[config.mk]
export PLATFORM = sky130hd
export DESIGN_NAME = blokus_stream_bridge
export DESIGN_NICKNAME = d
export VERILOG_FILES = /design/src/rtl/blokus_stream_pkg.sv /design/src/rtl/stream_fifo.sv /design/src/rtl/blokus_stream_bridge.sv
export SDC_FILE = /design/constraint.sdc
export NUM_CORES = 1
export LEC_CHECK = 0
export CORE_ASPECT_RATIO = 1.4
export CORE_MARGIN = 1
export CORE_UTILIZATION = 60
export DETAILED_ROUTE_END_ITERATION = 10
export PLACE_DENSITY = 0.91
export SYNTH_ARGS = -nofsm -noshare
export SYNTH_HDL_FRONTEND = slang
export SYNTH_SLANG_ARGS = --single-unit
[constraint.sdc]
create_clock -name clk -period 5 [get_ports clk]
set_input_delay 1.5 -clock clk [delete_from_list [all_inputs] [get_ports clk]]
set_output_delay 1.5 -clock clk [all_outputs]
set_load 0.02 [all_outputs]
[src/rtl/blokus_stream_pkg.sv]
// Shared widths and FIFO entry layout for the Blokus host<->core stream bridge.
// An entry is {eos, data}: the EOS tag sits at bit index DATA_W.
package blokus_stream_pkg;

  localparam int unsigned DATA_W_DEF = 8;
  localparam int unsigned IN_AW_DEF  = 4;
  localparam int unsigned OUT_AW_DEF = 4;
  localparam int unsigned CNT_W_DEF  = 16;

  typedef struct packed {
    logic                  eos;
    logic [DATA_W_DEF-1:0] data;
  } entry_t;

  function automatic int unsigned entry_w(input int unsigned data_w);
    return data_w + 1;
  endfunction

endpackage

[src/rtl/stream_fifo.sv]
// Synchronous first-word-fall-through FIFO with AW+1 bit wrapping pointers.
// The head word is read combinationally from storage at the read pointer.
module stream_fifo #(
  parameter int unsigned W  = 9,
  parameter int unsigned AW = 4
) (
  input  logic         clk,
  input  logic         rst_n,
  input  logic         push,
  input  logic [W-1:0] wdata,
  input  logic         pop,
  output logic [W-1:0] rdata,
  output logic         full,
  output logic         empty
);

  localparam int unsigned DEPTH = 1 << AW;

  logic [W-1:0]  mem [DEPTH];
  logic [AW:0]   wr_ptr;
  logic [AW:0]   rd_ptr;
  logic          wr_ok;
  logic          rd_ok;

  assign full  = (wr_ptr[AW] != rd_ptr[AW]) && (wr_ptr[AW-1:0] == rd_ptr[AW-1:0]);
  assign empty = (wr_ptr == rd_ptr);

  // Push is refused when full at edge start; pop is refused when empty (no bypass).
  assign wr_ok = push & ~full;
  assign rd_ok = pop & ~empty;

  always_ff @(posedge clk or negedge rst_n) begin
    if (!rst_n) begin
      wr_ptr <= '0;
      rd_ptr <= '0;
    end else begin
      if (wr_ok) wr_ptr <= wr_ptr + (AW+1)'(1);
      if (rd_ok) rd_ptr <= rd_ptr + (AW+1)'(1);
    end
  end

  always_ff @(posedge clk) begin
    if (wr_ok) mem[wr_ptr[AW-1:0]] <= wdata;
  end

  assign rdata = mem[rd_ptr[AW-1:0]];

endmodule

[src/rtl/blokus_stream_bridge.sv]
// Host<->core stream bridge: input and output FWFT FIFOs of {eos,data} entries,
// frame counters on EOS transfers and sticky overflow/underflow flags.
module blokus_stream_bridge
  import blokus_stream_pkg::*;
#(
  parameter int unsigned DATA_W = DATA_W_DEF,
  parameter int unsigned IN_AW  = IN_AW_DEF,
  parameter int unsigned OUT_AW = OUT_AW_DEF,
  parameter int unsigned CNT_W  = CNT_W_DEF
) (
  input  logic              clk,
  input  logic              reset,
  input  logic              wr,
  input  logic [DATA_W-1:0] data_in,
  input  logic              eos_in,
  output logic              in_full,
  input  logic              rd,
  output logic [DATA_W-1:0] data_out,
  output logic              eos_out,
  output logic              out_empty,
  output logic              prod_en,
  output logic [DATA_W-1:0] prod_data,
  output logic              prod_eos,
  input  logic              prod_rdy,
  output logic              cons_en,
  input  logic [DATA_W-1:0] cons_data,
  input  logic              cons_eos,
  input  logic              cons_rdy,
  output logic [CNT_W-1:0]  in_frames,
  output logic [CNT_W-1:0]  out_frames,
  output logic              ovf_err,
  output logic              udf_err,
  input  logic              clear_err
);

  localparam int unsigned ENTRY_W = entry_w(DATA_W);

  logic [ENTRY_W-1:0] in_head;
  logic [ENTRY_W-1:0] out_head;
  logic               in_empty;
  logic               out_full;
  logic               in_push;
  logic               in_pop;
  logic               out_push;
  logic               out_pop;

  assign in_push  = wr & ~in_full;
  assign in_pop   = prod_en & prod_rdy;
  assign out_push = cons_rdy & cons_en;
  assign out_pop  = rd & ~out_empty;

  stream_fifo #(.W(ENTRY_W), .AW(IN_AW)) u_in_fifo (
    .clk   (clk),
    .rst_n (reset),
    .push  (in_push),
    .wdata ({eos_in, data_in}),
    .pop   (in_pop),
    .rdata (in_head),
    .full  (in_full),
    .empty (in_empty)
  );

  stream_fifo #(.W(ENTRY_W), .AW(OUT_AW)) u_out_fifo (
    .clk   (clk),
    .rst_n (reset),
    .push  (out_push),
    .wdata ({cons_eos, cons_data}),
    .pop   (out_pop),
    .rdata (out_head),
    .full  (out_full),
    .empty (out_empty)
  );

  // Head words are masked while empty so unwritten storage never leaks out after reset.
  assign prod_en   = ~in_empty;
  assign prod_data = in_empty ? '0 : in_head[DATA_W-1:0];
  assign prod_eos  = ~in_empty & in_head[DATA_W];
  assign cons_en   = ~out_full;
  assign data_out  = out_empty ? '0 : out_head[DATA_W-1:0];
  assign eos_out   = ~out_empty & out_head[DATA_W];

  always_ff @(posedge clk or negedge reset) begin
    if (!reset) begin
      in_frames  <= '0;
      out_frames <= '0;
    end else begin
      if (in_push & eos_in)             in_frames  <= in_frames + CNT_W'(1);
      if (out_pop & out_head[DATA_W])   out_frames <= out_frames + CNT_W'(1);
    end
  end

  // Sticky flags: a new error event in the same cycle as clear_err wins.
  always_ff @(posedge clk or negedge reset) begin
    if (!reset) begin
      ovf_err <= 1'b0;
      udf_err <= 1'b0;
    end else begin
      if (wr & in_full)        ovf_err <= 1'b1;
      else if (clear_err)      ovf_err <= 1'b0;
      if (rd & out_empty)      udf_err <= 1'b1;
      else if (clear_err)      udf_err <= 1'b0;
    end
  end

endmodule

==> impl_metrics.csv <==
group,metric,value,unit
outcome,run_status,"finished, final reports clean",
routing,drt-initial-drc-count,474,
routing,route.vias.total,6958,
routing,detail_route.vias_per_cell,6.26,
worst_setup_path,critical_path_required,3.50,ns
global_routing,gr-usage-all-layers,25.6,%
final_layout,seq_area,10000,µm²
die,top_level_ports,81,
worst_setup_path,crit_path_leading_delay_family,"buffers and inverters",
worst_setup_path,count_of_buffer_and_inverter_cells_on_the_critical_path,2,
logic_synthesis,synth_area_per_cell,19.9,µm²
power_and_ir_drop,sw_frac_of_total,31.6,%
final_layout,fraction_of_layout_cells_with_a_size_suffix_above_1,20.2,%
final_layout,number_of_diodes,0,
clock_network,clk_pin_slew_worst_paths,0.07,ns
logic_synthesis,synth.area.top_cells,"sky130_fd_sc_hd__edfxtp_1 63%, sky130_fd_sc_hd__mux4_2 14%, sky130_fd_sc_hd__dfrtp_1 9.8%",
power_and_ir_drop,comb_pwr_share,34.9,%
worst_setup_path,timing.critical_path.to_type,"output port",
clock_network,tritoncts_num_sinks,342,
sta,clock_skew,0.0163,ns
die,chip_width,130,µm
sta,report.final.hold_viol_count,0,
logic_synthesis,ys_seq_area_share,72.4,%
die,start_util,61.3,%
logic_synthesis,post_synthesis_cell_area,13800,µm²
logic_synthesis,yosysTopAreaCell,"sky130_fd_sc_hd__edfxtp_1",
clock_network,post_cts.resized_instances,1,
global_routing,first_pass_grt_wire_length,43900,µm
sta,setup_repair_after_global_routing_missed_its_margin,"false",
final_layout,final_common_cell,"sky130_fd_sc_hd__edfxtp_1",
sta,setup_viol_count_final,0,
logic_synthesis,postSynthNetCount,730,
final_layout,syn_to_final_growth,15.4,%
die,placement_rows,65,
worst_setup_path,setup.worst_path.class,"flip-flop to output port",
clock_network,ctsLongestPathBuffers,3,
routing,route.detailed.drc,0,
worst_setup_path,critPathMaxFanout,34,
final_layout,area_used_by_multi_input_combinational_logic,3620,µm²
sta,slew_viol_final,0,
power_and_ir_drop,p_sw,2.93,mW
power_and_ir_drop,lkg_pwr,5.49,nW
routing,drt_wl_total,28800,µm
placement,dp.cells,1058,
sta,post-route-min-period,4.80,ns
sta,final.period_utilization,96.0,%
routing,final_antenna_net_count,0,
power_and_ir_drop,intPower,6.34,mW
power_and_ir_drop,cellPowerDensity,582,nW/µm²
clock_network,clk_root_buffer_cell,"sky130_fd_sc_hd__clkbuf_16",
global_routing,grt_overflow_total,0,
clock_network,cts_buffers,29,
routing,firstDrtPassIters,5,
sta,max_fclk,208,MHz
sta,fin_worst_hold_slack,0.479,ns
sta,timing.setup.tns,0,ns
worst_setup_path,crit_path_cell_trace,"buf_4 -> mux2i_1 -> a31oi_2 -> a32oi_4 -> nor2_1 -> clkdlybuf4s50_1",
sta,relSlewSlack,35.2,%
die,die-height,182,µm
die,floorplan.die_area,23600,µm²
worst_setup_path,crit_path_top_delay_cell,"sky130_fd_sc_hd__dfrtp_1",
logic_synthesis,yosys_reg_bits,342,
clock_network,postCtsHoldBufs,0,
final_layout,nets,825,
routing,drt-wirelength-per-cell,25.9,µm
worst_setup_path,start_kind,"flip-flop",
power_and_ir_drop,worst_ir_drop_vdd,424,µV
logic_synthesis,synth_top_cell_area_share,62.6,%
job,drv_cap,0,
sta,timing_worst_slew_pin_value,0.966,ns
logic_synthesis,yosysUniqueCellTypes,45,
logic_synthesis,synthCells,693,
final_layout,commonest_cells_after_routing_fill_and_taps_aside,"288 x sky130_fd_sc_hd__edfxtp_1, 85 x sky130_fd_sc_hd__mux4_2, 79 x sky130_fd_sc_hd__clkdlybuf4s50_1",
final_layout,filler_cell_count,1286,
power_and_ir_drop,clock_power_share,24.1,%
placement,dpl_worst_slack,0.634,ns
logic_synthesis,synth-warning-count,0,
worst_hold_path,holdCritPathClass,"flip-flop to flip-flop",
placement,place_congestion,0.819,
sta,final_critical_path_setup_slack,0.200,ns
final_layout,finalNonFillerCells,1111,
worst_setup_path,critical-path-max-stage-delay,0.58,ns
placement,numPortBuffers,80,
clock_network,postCtsSetupBuffers,0,
die,design.core.area,22500,µm²
global_routing,grt_antenna_before_repair,0,
global_routing,grt_start_max_net_pins,55,
global_routing,via_count_of_the_first_global_routing_pass,7492,
worst_setup_path,critical_path_arrival,3.30,ns
clock_network,h-tree-depth,1,
clock_network,cts_tree,"yes",
placement,hpwl,18500,µm
power_and_ir_drop,power.sequential.fraction,41.0,%
clock_network,worstSkewPairLatency,0.55,ns
final timing paths:
kind / cells after the start / slack [ns] / to / startpoint
min in group asynchronous: 2 / 1.06 / in_frames[7]$_DFFE_PN0P_ / reset
min reg2reg: 1 / 0.48 / in_frames[15]$_DFFE_PN0P_ / in_frames[15]$_DFFE_PN0P_
min: 1 / 0.48 / in_frames[15]$_DFFE_PN0P_ / in_frames[15]$_DFFE_PN0P_
max: 6 / 0.20 / eos_out / u_out_fifo.rd_ptr[1]$_DFFE_PN0P_
max in group asynchronous: 2 / 3.37 / u_in_fifo.rd_ptr[0]$_DFFE_PN0P_ / reset
max reg2reg: 6 / 1.97 / u_in_fifo.mem[11][8]$_DFFE_PP_ / u_in_fifo.rd_ptr[0]$_DFFE_PN0P_
cells in the mapped netlist (all sizes together):
cell type    n
nor3         6
and4         6
a31oi        1
a21oi        1
xor2        24
a211oi       2
nor3b        6
nor4b        3
o21a         1
ha          12
edfxtp     288
nand2b       2
dfrtp       54
a32oi        1
nor2b       10
nand2       20
and3b        4
buf         16
mux4        88
o21ai        4
mux2i        2
nand3       17
nand4        7
nor4         7
or4          1
inv         10
and2        12
xnor2       32
or2          2
a22o         2
and3        25
mux2         5
clkbuf      15
nor2         7
registers in the layout, summed over array words and instances, names as in the netlist:
register / count
in_frames: 16
out_frames: 16
ovf_err: 1
u_in_fifo.mem: 144
u_in_fifo.rd_ptr: 5
u_in_fifo.wr_ptr: 5
u_out_fifo.mem: 144
u_out_fifo.rd_ptr: 5
u_out_fifo.wr_ptr: 5
udf_err: 1
cell families (layout without fill, tap and decap cells):
group	Yosys count	count (layout)	synth area share, %
AO/OA/AOI/OAI	12	12	0.761
flip-flops	342	342	72.4
AND/OR/NAND/NOR	135	135	5.82
multiplexers	95	95	15.0
adder cells (fa/ha/maj)	12	12	1.09
buffers and inverters	41	158	1.38
XOR/XNOR	56	56	3.55
worst reg2reg max path, delay by kind of cell (launching register included):
kind,cells,cell delay [ns]
xor gates and xnor gates,1,0.25
DFF,1,0.47
and+or+nand+nor,4,1.64
buffers and inverters,1,0.31
layout make-up:
| class | instances | share of cell area (%) |
|---|---|---|
| flip-flops and latches | 342 | 62.8 |
| multi-input cells | 310 | 22.7 |
| repair buffers | 95 | 5.94 |
| clock buffers | 38 | 5.08 |
| well taps | 301 | 2.36 |
| clock inverters | 15 | 0.872 |
| inverters | 10 | 0.236 |
layer usage:
layer | GRT usage (%) | share of wire, %
met1 | 30.7 | 35
met2 | 44.3 | 54
met3 | 3.21 | 5.1
met4 | 14.8 | 5.4
met5 | 0 | 0
metrics by stage:
step | util [%] | instance area, µm² | total power [mW]
after detailed placement | 66.5 | 15000 | 7.07
after CTS | 70.7 | 15900 | 9.32
final | 70.7 | 15900 | 9.27
after global placement | 66.5 | 15000 | 6.89
after floorplan | - | 13800 | 5.93
after global routing | 70.7 | 15900 | 9.64
power by group through the flow:
stage	clock network, mW	logic (mW)	registers [mW]
after floorplan	0	2.19	3.73
after global placement	0	3.09	3.80
after detailed placement	0	3.22	3.85
after CTS	2.26	3.26	3.80
after global routing	2.38	3.42	3.84
final	2.23	3.23	3.80
Power figures use the tool's default switching activity.
